==> config.mk <==
export PLATFORM = sky130hd
export DESIGN_NAME = alu_branch_pipe
export DESIGN_NICKNAME = d
export VERILOG_FILES = /design/src/rtl/alu_branch_pipe.sv
export SDC_FILE = /design/constraint.sdc
export NUM_CORES = 1
export LEC_CHECK = 0
export ABC_AREA = 1
export CORE_ASPECT_RATIO = 0.6
export CORE_UTILIZATION = 56
export DETAILED_ROUTE_END_ITERATION = 7
export GPL_ROUTABILITY_DRIVEN = 0
export PLACE_DENSITY = 0.89
export SETUP_SLACK_MARGIN = 0.15
export SYNTH_ARGS = -nofsm -noshare
export SYNTH_HDL_FRONTEND = slang
export SYNTH_SLANG_ARGS = --single-unit
==> constraint.sdc <==
create_clock -name clk -period 2.67 [get_ports clk]
set_input_delay 0.534 -clock clk [delete_from_list [all_inputs] [get_ports clk]]
set_output_delay 0.534 -clock clk [all_outputs]
set_load 0.01 [all_outputs]
==> src/rtl/alu_branch_pipe.sv <==
// Two-stage ALU/branch-compare pipeline with valid/ready handshakes, flush and a sticky illegal-op flag.
// Optional build macro ALU_BRANCH_PERF_CNT_EN adds a saturating taken-branch counter (taken_cnt).
module alu_branch_pipe #(
  parameter int WIDTH = 16
) (
  input  logic             clk,
  input  logic             rst,
  input  logic             in_valid,
  output logic             in_ready,
  input  logic [2:0]       in_op,
  input  logic [WIDTH-1:0] in_a,
  input  logic [WIDTH-1:0] in_b,
  input  logic             in_sign,
  input  logic             in_flush,
  output logic             out_valid,
  input  logic             out_ready,
  output logic [WIDTH-1:0] out_result,
  output logic             out_ofl,
  output logic             out_zero,
  output logic             out_branch,
  output logic             out_err,
  output logic             err_sticky,
  input  logic             err_clr
`ifdef ALU_BRANCH_PERF_CNT_EN
  ,
  output logic [15:0]      taken_cnt
`endif
);

  typedef enum logic [2:0] {
    OP_ADD = 3'b000,
    OP_SUB = 3'b001,
    OP_BEQ = 3'b010,
    OP_BNE = 3'b011,
    OP_BLT = 3'b100,
    OP_BGE = 3'b101,
    OP_JMP = 3'b110,
    OP_ILL = 3'b111
  } op_e;

  // Stage 1: decoded operation and operands
  logic             s1_valid_q, s1_valid_d;
  op_e              s1_op_q, s1_op_d;
  logic [WIDTH-1:0] s1_a_q, s1_a_d;
  logic [WIDTH-1:0] s1_b_q, s1_b_d;
  logic             s1_sign_q, s1_sign_d;

  // Stage 2: registered result and flags (held at zero while invalid)
  logic             s2_valid_q, s2_valid_d;
  logic [WIDTH-1:0] s2_result_q, s2_result_d;
  logic             s2_ofl_q, s2_ofl_d;
  logic             s2_zero_q, s2_zero_d;
  logic             s2_branch_q, s2_branch_d;
  logic             s2_err_q, s2_err_d;

  logic             err_sticky_q, err_sticky_d;

  logic             s2_adv;
  logic             s1_adv;
  logic             accept;

  // Execute-stage combinational results computed from S1
  logic [WIDTH:0]   add_full;
  logic [WIDTH:0]   sub_full;
  logic [WIDTH-1:0] exe_result;
  logic             exe_ofl;
  logic             exe_branch;
  logic             exe_err;
  logic             lt;
  logic             add_sovf;
  logic             sub_sovf;

  assign s2_adv   = !s2_valid_q || out_ready;
  assign s1_adv   = s2_adv || !s1_valid_q;
  assign in_ready = s1_adv && !in_flush && !rst;
  assign accept   = in_valid && in_ready;

  assign add_full = {1'b0, s1_a_q} + {1'b0, s1_b_q};
  assign sub_full = {1'b0, s1_a_q} + {1'b0, ~s1_b_q} + {{WIDTH{1'b0}}, 1'b1};

  // Signed overflow: result sign differs from A when operand signs make overflow possible
  assign add_sovf = (s1_a_q[WIDTH-1] == s1_b_q[WIDTH-1]) &&
                    (add_full[WIDTH-1] != s1_a_q[WIDTH-1]);
  assign sub_sovf = (s1_a_q[WIDTH-1] != s1_b_q[WIDTH-1]) &&
                    (sub_full[WIDTH-1] != s1_a_q[WIDTH-1]);

  assign lt = s1_sign_q ? ($signed(s1_a_q) < $signed(s1_b_q)) : (s1_a_q < s1_b_q);

  always_comb begin
    exe_result = '0;
    exe_ofl    = 1'b0;
    exe_branch = 1'b0;
    exe_err    = 1'b0;
    unique case (s1_op_q)
      OP_ADD: begin
        exe_result = add_full[WIDTH-1:0];
        exe_ofl    = s1_sign_q ? add_sovf : add_full[WIDTH];
      end
      OP_SUB: begin
        exe_result = sub_full[WIDTH-1:0];
        // Unsigned: missing carry-out of A+~B+1 means A<B (borrow)
        exe_ofl    = s1_sign_q ? sub_sovf : !sub_full[WIDTH];
      end
      OP_BEQ: exe_branch = (s1_a_q == s1_b_q);
      OP_BNE: exe_branch = (s1_a_q != s1_b_q);
      OP_BLT: exe_branch = lt;
      OP_BGE: exe_branch = !lt;
      OP_JMP: begin
        exe_result = add_full[WIDTH-1:0];
        exe_branch = 1'b1;
      end
      OP_ILL: exe_err = 1'b1;
      default: exe_err = 1'b1;
    endcase
    if (s1_op_q inside {OP_BEQ, OP_BNE, OP_BLT, OP_BGE}) begin
      exe_result = {{(WIDTH-1){1'b0}}, exe_branch};
    end
  end

  always_comb begin
    s1_valid_d = s1_valid_q;
    s1_op_d    = s1_op_q;
    s1_a_d     = s1_a_q;
    s1_b_d     = s1_b_q;
    s1_sign_d  = s1_sign_q;
    if (in_flush) begin
      s1_valid_d = 1'b0;
    end else if (s1_adv) begin
      s1_valid_d = accept;
      if (accept) begin
        s1_op_d   = op_e'(in_op);
        s1_a_d    = in_a;
        s1_b_d    = in_b;
        s1_sign_d = in_sign;
      end
    end
  end

  always_comb begin
    s2_valid_d  = s2_valid_q;
    s2_result_d = s2_result_q;
    s2_ofl_d    = s2_ofl_q;
    s2_zero_d   = s2_zero_q;
    s2_branch_d = s2_branch_q;
    s2_err_d    = s2_err_q;
    if (in_flush || (s2_adv && !s1_valid_q)) begin
      s2_valid_d  = 1'b0;
      s2_result_d = '0;
      s2_ofl_d    = 1'b0;
      s2_zero_d   = 1'b0;
      s2_branch_d = 1'b0;
      s2_err_d    = 1'b0;
    end else if (s2_adv) begin
      s2_valid_d  = 1'b1;
      s2_result_d = exe_result;
      s2_ofl_d    = exe_ofl;
      s2_zero_d   = (exe_result == '0);
      s2_branch_d = exe_branch;
      s2_err_d    = exe_err;
    end
  end

  // Setting beats clearing when both happen in the same cycle
  always_comb begin
    err_sticky_d = err_sticky_q;
    if (err_clr) begin
      err_sticky_d = 1'b0;
    end
    if (!in_flush && s2_adv && s1_valid_q && exe_err) begin
      err_sticky_d = 1'b1;
    end
  end

  always_ff @(posedge clk) begin
    if (rst) begin
      s1_valid_q   <= 1'b0;
      s1_op_q      <= OP_ADD;
      s1_a_q       <= '0;
      s1_b_q       <= '0;
      s1_sign_q    <= 1'b0;
      s2_valid_q   <= 1'b0;
      s2_result_q  <= '0;
      s2_ofl_q     <= 1'b0;
      s2_zero_q    <= 1'b0;
      s2_branch_q  <= 1'b0;
      s2_err_q     <= 1'b0;
      err_sticky_q <= 1'b0;
    end else begin
      s1_valid_q   <= s1_valid_d;
      s1_op_q      <= s1_op_d;
      s1_a_q       <= s1_a_d;
      s1_b_q       <= s1_b_d;
      s1_sign_q    <= s1_sign_d;
      s2_valid_q   <= s2_valid_d;
      s2_result_q  <= s2_result_d;
      s2_ofl_q     <= s2_ofl_d;
      s2_zero_q    <= s2_zero_d;
      s2_branch_q  <= s2_branch_d;
      s2_err_q     <= s2_err_d;
      err_sticky_q <= err_sticky_d;
    end
  end

  assign out_valid  = s2_valid_q;
  assign out_result = s2_result_q;
  assign out_ofl    = s2_ofl_q;
  assign out_zero   = s2_zero_q;
  assign out_branch = s2_branch_q;
  assign out_err    = s2_err_q;
  assign err_sticky = err_sticky_q;

`ifdef ALU_BRANCH_PERF_CNT_EN
  logic [15:0] taken_cnt_q, taken_cnt_d;

  // Counts on the handshake itself, so a stalled result is counted exactly once
  always_comb begin
    taken_cnt_d = taken_cnt_q;
    if (s2_valid_q && out_ready && s2_branch_q && (taken_cnt_q != 16'hFFFF)) begin
      taken_cnt_d = taken_cnt_q + 16'd1;
    end
  end

  always_ff @(posedge clk) begin
    if (rst) begin
      taken_cnt_q <= '0;
    end else begin
      taken_cnt_q <= taken_cnt_d;
    end
  end

  assign taken_cnt = taken_cnt_q;
`endif

endmodule

**Word-level counts from Yosys, hierarchy flattened**

Cells that the tools add are included.
Widths: inputs -> output; s select.

- Output and inout bits: 23
- Logic and storage cells: 68
- Register bits after elaboration: 59
- Bits of input ports: 42

- Equality and inequality tests: 13
- Add/sub/neg operators: 3
- Reductions and logical operators: 26
- Bitwise operators: 2
- Order comparisons: 2
- Mux-type cells: 10

Operators with widths:

| operator | number |
|---|---|
| $add 16x16->17 | 2 |
| $lt 16x16->1 | 2 |
| $pmux 16 s2 | 1 |
| $add 17x1->17 const B | 1 |
| $eq 16x16->1 | 1 |
| $logic_not 16->1 | 1 |
| $mux 16 | 1 |
| $ne 16x16->1 | 1 |
| $not 16->16 | 1 |
| $eq 3x3->1 const B | 4 |
| $logic_and 1x1->1 | 9 |
| $eq 3x2->1 const B | 2 |
| $logic_not 1->1 | 6 |
| $mux 1 | 6 |
| $reduce_or 2->1 | 3 |
| $pmux 1 s5 | 1 |
| $reduce_bool 4->1 | 1 |
| $eq 3x1->1 const B | 1 |
| $logic_not 3->1 | 1 |
| $logic_or 1x1->1 | 3 |
| $ne 1x1->1 | 3 |
| $reduce_and 3->1 | 1 |
| $pmux 1 s2 | 1 |
| $reduce_bool 2->1 | 1 |
| 2 further kinds | 2 |

**Longest topological paths before layout**

- Depth after elaboration: 7
- Gate-level depth with buffers: 19
- Mapped depth without buffers: 18

**Worst setup path before layout**

Ideal clock, no wire load.

- Path type: flip-flop to flip-flop
- Start: register s1_a_q[0]
- End: register s2_zero_q, in the netlist out_zero
- Setup slack: 0.656 ns
- Clock period less this slack: 2.014 ns
- Required time: 2.601 ns
- Library setup time: 0.069 ns
- Path buffers: 0
- Cell stages (with the launch flop): 18
- Data arrival time: 1.945 ns
- Path through: dfxtp_1 > inv_1 > ha_1 > inv_1 > fa_1 > nand3_1 > nand2_1 > nand2_1 > nand2_1 > nand2_2 > nand3_1 > nand3_2 > nand3_2 > nand2_2 > nand3_2 > nor2_2 > nand2_1 > a21oi_2

- Word-level cells in the longest chain between the ends: 6
- Elaborated cells between the ends (all ways): 13
- Classes of those cells: add/sub: 3; order compare: 2; eq/ne: 2; mux: 4; reduce/logical: 2

Ends and longest elaborated chain:

| item | RTL line | source |
|---|---|---|
| from (decl) | 44 | `logic [WIDTH-1:0] s1_a_q, s1_a_d;` |
| from (signal assigned) | 178 | `s1_a_q <= '0;` |
| from (signal assigned) | 191 | `s1_a_q <= s1_a_d;` |
| parallel branches: the longest is 4 deep, another holds $add 16x16->17 | - |  |
| $mux 16 (*) | 115 | `if (s1_op_q inside {OP_BEQ, OP_BNE, OP_BLT, OP_BGE}) begin` |
| $logic_not 16->1 (*) | 157 | `s2_zero_d = (exe_result == '0);` |
| to (signal assigned) | 197 | `s2_zero_q <= s2_zero_d;` |
| to (decl) | 52 | `logic s2_zero_q, s2_zero_d;` |

Mark *: on every way between the ends.
A chain may end at the register's enable or synchronous reset.

**Worst setup path in the final report**

- Start: register s1_b_q[1]
- End: register s2_zero_q, in the netlist out_zero

- Word-level cells in the longest chain between the ends: 6
- Elaborated cells between the ends (all ways): 14
- Classes of those cells: add/sub: 3; order compare: 2; eq/ne: 2; mux: 4; bitwise: 1; reduce/logical: 2

Ends and longest elaborated chain:

| item | RTL line | source |
|---|---|---|
| from (decl) | 45 | `logic [WIDTH-1:0] s1_b_q, s1_b_d;` |
| from (signal assigned) | 179 | `s1_b_q <= '0;` |
| from (signal assigned) | 192 | `s1_b_q <= s1_b_d;` |
| $not 16->16 or $lt 16x16->1 (tied branches) | 79, 87 |  |
| $add 16x16->17 or $mux 1 (tied branches) | 79, 87 |  |
| $add 17x1->17 or $logic_not 1->1 (tied branches) | 79, 107 |  |
| $pmux 16 s2 or $pmux 1 s5 (tied branches) | 94 | `unique case (s1_op_q)` |
| $mux 16 (*) | 115 |  |
| $logic_not 16->1 (*) | 157 |  |

Mark *: on every way between the ends. The rest lies on a longest branch, timed or not.

==> impl_metrics.csv <==
group,metric,value,unit
timing,fin_skew,0.00682,ns
worst_setup_path,worst_setup_path_end_kind,"register",
clock_tree,clk_latency,0.33,ns
global_routing,grt.total_usage,30.0,%
timing,final-max-slew-violation-count,0,
worst_setup_path,cp_common_cell,"nand2_1",
worst_setup_path,ff2ff_path_depth,17,
place,placed_area,0.00522,mm^2
min_path,min_to,"err_sticky",
worst_setup_path,crit_path_cell_trace,"inv_1, ha_1, inv_1, nand2_1, nand2_1, nand3_1, nand2_1, nand2_1, nand2_1, nand2_1, nand3_1, nand2_1, inv_1, nand4_1, nor2_2, nand2_1, a21oi_2",
flow_run,drv_cap,0,
place,post-dp-hpwl,9.12,mm
worst_setup_path,cp.depth,17,
synth,synth_top_area_share,25.9,%
worst_setup_path,slowest_stage,"dfxtp_1",
clock_tree,cts_tree,"yes",
worst_setup_path,cp_top_family,"simple AND/OR/NAND/NOR gates",
min_path,hold_start,"err_sticky",
die,core_area,0.00788,mm^2
worst_setup_path,reg2reg_from,"s1_b_q[1]",
routing,first_pass_iters,5,
worst_setup_path,crit_type,"register to register",
timing,rsz0062_at_grt,"true",
die,initial_utilization,57.7,%
global_routing,grt_max_degree,59,
timing,hold_slack,0.463,ns
timing,fin_ws,0.278,ns
die,io_pins,65,
clock_tree,cts_buffers,9,
routing,vias_per_cell,5.52,
power,leakagePower,2.80,nW
synth,syn_avg_cell_area,6.45,um^2
clock_tree,htree_levels,3,
timing,final_hold_viol_count,0,
global_routing,grt_pass1_vias,4513,
worst_setup_path,rrSetupSlack,0.28,ns
finish,n_antenna_cell,0,
synth,synth_cell_type_count,40,
synth,ys_ff_latch,59,
global_routing,antenna_found_initial,0,
timing,relSlewSlack,67.9,%
status,status,"completed",
worst_setup_path,worstPathRequired,2.94,ns
die,rows,25,
clock_tree,postCtsSetupBuffers,0,
finish,regArea,0.00118,mm^2
finish,synthToLayoutAreaGrowth,22.7,%
clock_tree,cts_sinks,59,
routing,drt-total-wl,12.0,mm
synth,netlist_instances,706,
synth,yosysWarnings,0,
clock_tree,cts_root_buf,"clkbuf_16",
routing,drtIter0Drc,385,
power,ir_drop,410,uV
timing,fin_crit,2.39,ns
die,dieArea,0.00850,mm^2
clock_tree,ctsLongestPathBuffers,2,
synth,synth_area,0.00455,mm^2
timing,max_freq,418,MHz
finish,drive_gt1_share,12.7,%
power,power_density,509,mW/mm^2
routing,ant_nets,0,
synth,yosys-top-cells-area,"dfxtp_1, nand2_1, ha_1",
timing,setup-tns-final,0,ns
finish,stdcell_area,0.00559,mm^2
worst_setup_path,cp_max_fo,5,
finish,nets,834,
synth,yosysTopAreaCell,"dfxtp_1",
synth,synth.yosys.seq_area_share,25.9,%
die,die_x,118,um
timing,setup_viol,0,
timing,worst_pin_slew,0.479,ns
worst_setup_path,timing.rr.end,"out_zero",
place,port_buffers,64,
min_path,hold_path_depth,2,
routing,routedWlPerCell,13.8,um
worst_setup_path,critPathBufInv,3,
finish,multi_input_area,0.00279,mm^2
global_routing,overflow,0,
timing,min_period_over_period,89.6,%
routing,drc_errors,0,
worst_setup_path,critPathLaunchType,"register",
finish,nFillCells,697,
die,die_y,71.8,um
global_routing,grt_pass1_wl,20.4,mm
routing,via_count,4806,
worst_setup_path,arrival,2.66,ns
place,pre_cts_slack,0.179,ns
finish,finish.utilization,70.9,%
worst_setup_path,crit_path_max_incr_delay,0.39,ns
clock_tree,clk_pin_slew_worst_paths,0.05,ns
clock_tree,hold_buffers,0,
synth,synth_nets,782,
min_path,holdCritPathClass,"register to register",
-- metal layers --
metal | routed length [um] | up-vias | track usage, %
met2 | 5260 | 218 | 49.7
met3 | 1100 | 21 | 7.72
met4 | 227 | 0 | 11.1
li1 | - | 2366 | -
met1 | 5390 | 2201 | 38.2
met5 | 0 | - | 0
-- cell type report --
cell class,count,area share (%)
Clock buffer,11,4.53
Clock inverter,5,1.34
Inverter,113,7.68
Multi-Input combinational cell,502,49.9
Sequential cell,59,21.1
Tap cell,108,2.42
Timing Repair Buffer,73,12.9
-- layout by cell type (no fill, tap or decap), drive strengths merged --
| master | count |
|---|---|
| and2 | 2 |
| o21ai | 15 |
| xor2 | 3 |
| clkbuf | 11 |
| nor2 | 74 |
| nor3 | 6 |
| dfxtp | 59 |
| nand3 | 87 |
| o22ai | 1 |
| a31oi | 2 |
| dlymetal6s2s | 1 |
| a211oi | 21 |
| fa | 2 |
| o21bai | 4 |
| o32ai | 1 |
| nand2 | 185 |
| nand4 | 12 |
| xnor2 | 1 |
| a21oi | 41 |
| buf | 9 |
| o211ai | 10 |
| ha | 32 |
| a21o | 2 |
| a21boi | 1 |
| clkdlybuf4s50 | 63 |
| clkinv | 7 |
| inv | 109 |
| bufinv | 2 |
-- synth_stat cells, drive strengths merged --
master,count
nor2,74
clkinv,4
xor2,3
buf,22
xnor2,1
clkbuf,10
a31oi,2
o21bai,4
o21ai,15
nand2,185
a21boi,1
inv,109
a21o,2
o22ai,1
dfxtp,59
nand4,12
nand3,87
fa,2
a21oi,41
nor3,6
a211oi,21
o32ai,1
o211ai,10
ha,32
and2,2
-- worst max path at each step --
| stage | start | to | slack [ns] |
|---|---|---|---|
| floorplan | s1_a_q[0] | out_zero | 0.66 |
| detailed placement | rst | in_ready | 0.18 |
| finish | s1_b_q[1] | out_zero | 0.28 |
| global route | s1_b_q[1] | out_zero | 0.11 |
| CTS | rst | in_ready | 0.17 |
| global placement | out_ready | in_ready | 0.17 |
-- kinds of logic (layout without fill, tap and decap cells) --
kind of cell,Yosys count,in the layout,synth area share (%)
compound gates,98,98,13.6
buf+inv,145,202,13.6
fa+ha+maj,34,34,9.68
flops,59,59,25.9
simple gates,366,366,36.4
xor+xnor,4,4,0.770
-- report_power, final --
group / total, mW / internal, mW / switching [mW] / leakage [nW]
Combinational: 0.659 / 0.249 / 0.409 / 2.15
Sequential: 0.929 / 0.907 / 0.0214 / 0.479
Clock: 1.25 / 0.861 / 0.394 / 0.165
Total: 2.84 / 2.02 / 0.825 / 2.80
-- what timing repair did --
action | in CTS | in global routing
endpoints found under the setup margin | 0 | 5
resized for setup | 0 | 13
endpoints found under the hold margin | 0 | 0
-- state kept, by name, indices dropped and copies added (netlist names) --
signal      count
out_result     16
s1_sign_q       1
s1_valid_q      1
s1_a_q         16
out_zero        1
out_ofl         1
out_err         1
s1_op_q         3
s1_b_q         16
out_branch      1
err_sticky      1
out_valid       1
-- tightest hold or removal path: stages (launching register included) --
cell and delay, ns:
dfxtp_1 0.30, inv_1 0.05, o32ai_1 0.06
-- per-stage QoR --
step	cells	power, mW
finish	871	2.84
global route	871	2.98
CTS	871	2.84
detailed placement	855	1.58
global placement	855	1.56
floorplan	706	1.41
Power figures use the tool's default switching activity.
==> RTL change, RTL diff (same settings) <==
`s2_result_q` no longer has a reset.
--- a/src/rtl/alu_branch_pipe.sv
+++ b/src/rtl/alu_branch_pipe.sv
@@ -181,3 +181,2 @@
       s2_valid_q   <= 1'b0;
-      s2_result_q  <= '0;
       s2_ofl_q     <= 1'b0;
@@ -194,3 +193,2 @@
       s2_valid_q   <= s2_valid_d;
-      s2_result_q  <= s2_result_d;
       s2_ofl_q     <= s2_ofl_d;
@@ -201,2 +199,6 @@
     end
+  end
+
+  always_ff @(posedge clk) begin
+    s2_result_q <= s2_result_d;
   end
Formal check against the unedited RTL: differs if rst is asserted again (counterexample within 4 cycles, from zero or initial values and one cycle with rst high); with rst held inactive, the same outputs for 10 cycles.
==> RTL change against the original RTL <==
The flow now finishes with violations (design-rule violations). Sequential cell count unchanged. Utilization is 2.2 points higher. Synthesized cell count is 0.42% higher. Setup slack got worse by 0.075 ns. Sequential power is essentially flat. Power fell by 3.3%. Design area is 2.6% lower. Routed wire length is 5.0% higher. Synthesized area decreased by 2.9%. Global-route usage is 2.2 points higher. Critical endpoint is now in_ready.
==> RTL change: results (changes against the original RTL) <==
| Metric | Value |
|---|---|
| Post-Syn Area per Cell | 6.235 um^2 (-3.3%) |
| Worst Reg-to-Reg Cells | 12 (-5) |
| Worst Setup SP | in_flush |
| Leakage | 2.763 nW (-1.3%) |
| Layout cell share with drive strength beyond 1 | 8.747% (-4.0 points) |
| Drt total wl | 12580 um (+5.0%) |
| Peak VDD IR | 0.4164 mV (+1.5%) |
| Synth Area in Adders | 9.963% (+0.29 points) |
| Dpl cell area | 5097 um^2 (-2.3%) |
| Starting DRT DRC Count | 554 (+44%) |
| Postcts setup bufs | 0 (unchanged) |
| Clock latency on the worst-skew pair | 0.34 ns |
| TritonCTS Buffers | 9 (unchanged) |
| FF-to-FF setup slack | 0.23 ns (-0.05 ns) |
| Status | finished, violations left |
| Ys flop type | dfxtp_1 |
| Total track usage | 32.23% (+2.2 points) |
| Placed Cells | 854 (-0.12%) |
| First-pass GRT wire length | 20580 um (+0.98%) |
| Drt pass-1 iters | 8 (+3) |
| Seq/Total Area, Yosys | 26.72% (+0.77 points) |
| Synthesis warning total | 0 (unchanged) |
| Avg WL per Cell | 14.46 um (+5.1%) |
| Maximum clock path buffer count | 2 (unchanged) |
| Vias | 4874 (+1.4%) |
| Largest net degree at the start of global routing | 59 (unchanged) |
| Async set or reset register ratio after synthesis | 0% (unchanged) |
| Worst Hold Class | flop to flop |
| CP endpoint | in_ready |
| Yosys cell types | 34 (-15%) |
| Switch share | 31.84% (+2.8 points) |
| Pre-CTS worst setup slack | 0.2073 ns (+0.02804 ns) |
| Fin nets | 837 (+0.36%) |
| CP Max Fanout | 3 (-2) |
| Net Count, Synth | 785 (+0.38%) |
| Max_slew headroom | 50.81% (-17 points) |
| Largest cells by area after synthesis | dfxtp_1 (27%), nand2_1 (15%), nand3_1 (10%) |
| Post-synthesis mux area share | 0% (unchanged) |
| Drc violations | 1 (+1) |
| Htree depth | 3 (unchanged) |
| Post-route worst setup slack | 0.2034 ns (-0.07507 ns) |
| Critical Path AT | 1.93 ns (-0.73 ns) |
| Worst r2r src | s1_b_q[0]$_SDFFE_PP0P_ |
| Failing checks | design-rule violations |
| Xor/xnor cell area share of the yosys netlist | 0.9907% (+0.22 points) |
| Post-synth top cells | nand2_1 (177), inv_1 (99), nand3_1 (88) |
| Final Skew | 0.004848 ns (-0.001968 ns) |
| Post_cts resized | 0 (unchanged) |
| Initial antenna violation count | 0 (unchanged) |
| Synth Area in Compound Gates | 14.83% (+1.2 points) |
| Root buf cell | clkbuf_16 |
| Worst R2R End | out_ofl$_SDFFE_PP0N_ |
| Dpl hpwl | 9372 um (+2.7%) |
| Vias in the first global route | 4469 (-0.97%) |
## RTL change: layer usage
| layer | vias to the layer above | global-route usage (%) | routed length [um] |
|---|---|---|---|
| li1 | 2374 | - | - |
| met1 | 2210 | 42.48 | 5739 |
| met2 | 249 | 49.97 | 5448 |
| met3 | 41 | 8.740 | 1088 |
| met4 | 0 | 13.08 | 303 |
| met5 | - | 0 | 0 |
## RTL change: critical path, stage by stage
cell	delay [ns]
clkdlybuf4s50_1	0.46
nor2_2	0.17
nand2_1	0.11
inv_2	0.11
clkdlybuf4s50_1	0.55
## RTL change: layout make-up
type                    count  area [um^2]
well taps                 104        130.1
clock buffers               9        225.2
inverters                 118        442.9
repair buffers             72        713.2
flip-flops and latches     59         1181
fillers                   636         2008
clock inverters             7        76.32
multi-input cells         501         2670
## RTL change: kinds of logic (layout without fill, tap and decap cells)
family	after synthesis	after routing
AO/OA/AOI/OAI	118	118
XOR/XNOR	5	5
adder cells (fa/ha/maj)	34	34
buffers and inverters	149	206
flip-flops	59	59
AND/OR/NAND/NOR	344	344
## RTL change: power groups by stage
stage / registers, W / clock network, W / logic (W)
6_report: 0.000927 / 0.00118 / 0.000638
5_1_grt: 0.000930 / 0.00123 / 0.000711
4_1_cts: 0.000926 / 0.00119 / 0.000613
3_5_place_dp: 0.000945 / 0 / 0.000607
3_3_place_gp: 0.000943 / 0 / 0.000590
2_1_floorplan: 0.000941 / 0 / 0.000438
## RTL change: worst min path at each step
stage,depth (start not counted),start,slack [ns],end
floorplan,2,s1_b_q[10]$_SDFFE_PP0P_,0.45,s1_b_q[10]$_SDFFE_PP0P_
global placement,2,s1_b_q[12]$_SDFFE_PP0P_,0.46,s1_b_q[12]$_SDFFE_PP0P_
detailed placement,2,s1_b_q[5]$_SDFFE_PP0P_,0.48,s1_b_q[5]$_SDFFE_PP0P_
CTS,2,s1_b_q[5]$_SDFFE_PP0P_,0.48,s1_b_q[5]$_SDFFE_PP0P_
global route,2,out_zero$_SDFFE_PP0N_,0.51,out_zero$_SDFFE_PP0N_
finish,2,out_zero$_SDFFE_PP0N_,0.48,out_zero$_SDFFE_PP0N_
## RTL change: stage by stage
stage | power [W] | hold slack, ns
floorplan | 0.001379 | 0.4511
global route | 0.002874 | 0.5080
global placement | 0.001533 | 0.4646
CTS | 0.002728 | 0.4831
detailed placement | 0.001552 | 0.4766
finish | 0.002749 | 0.4838
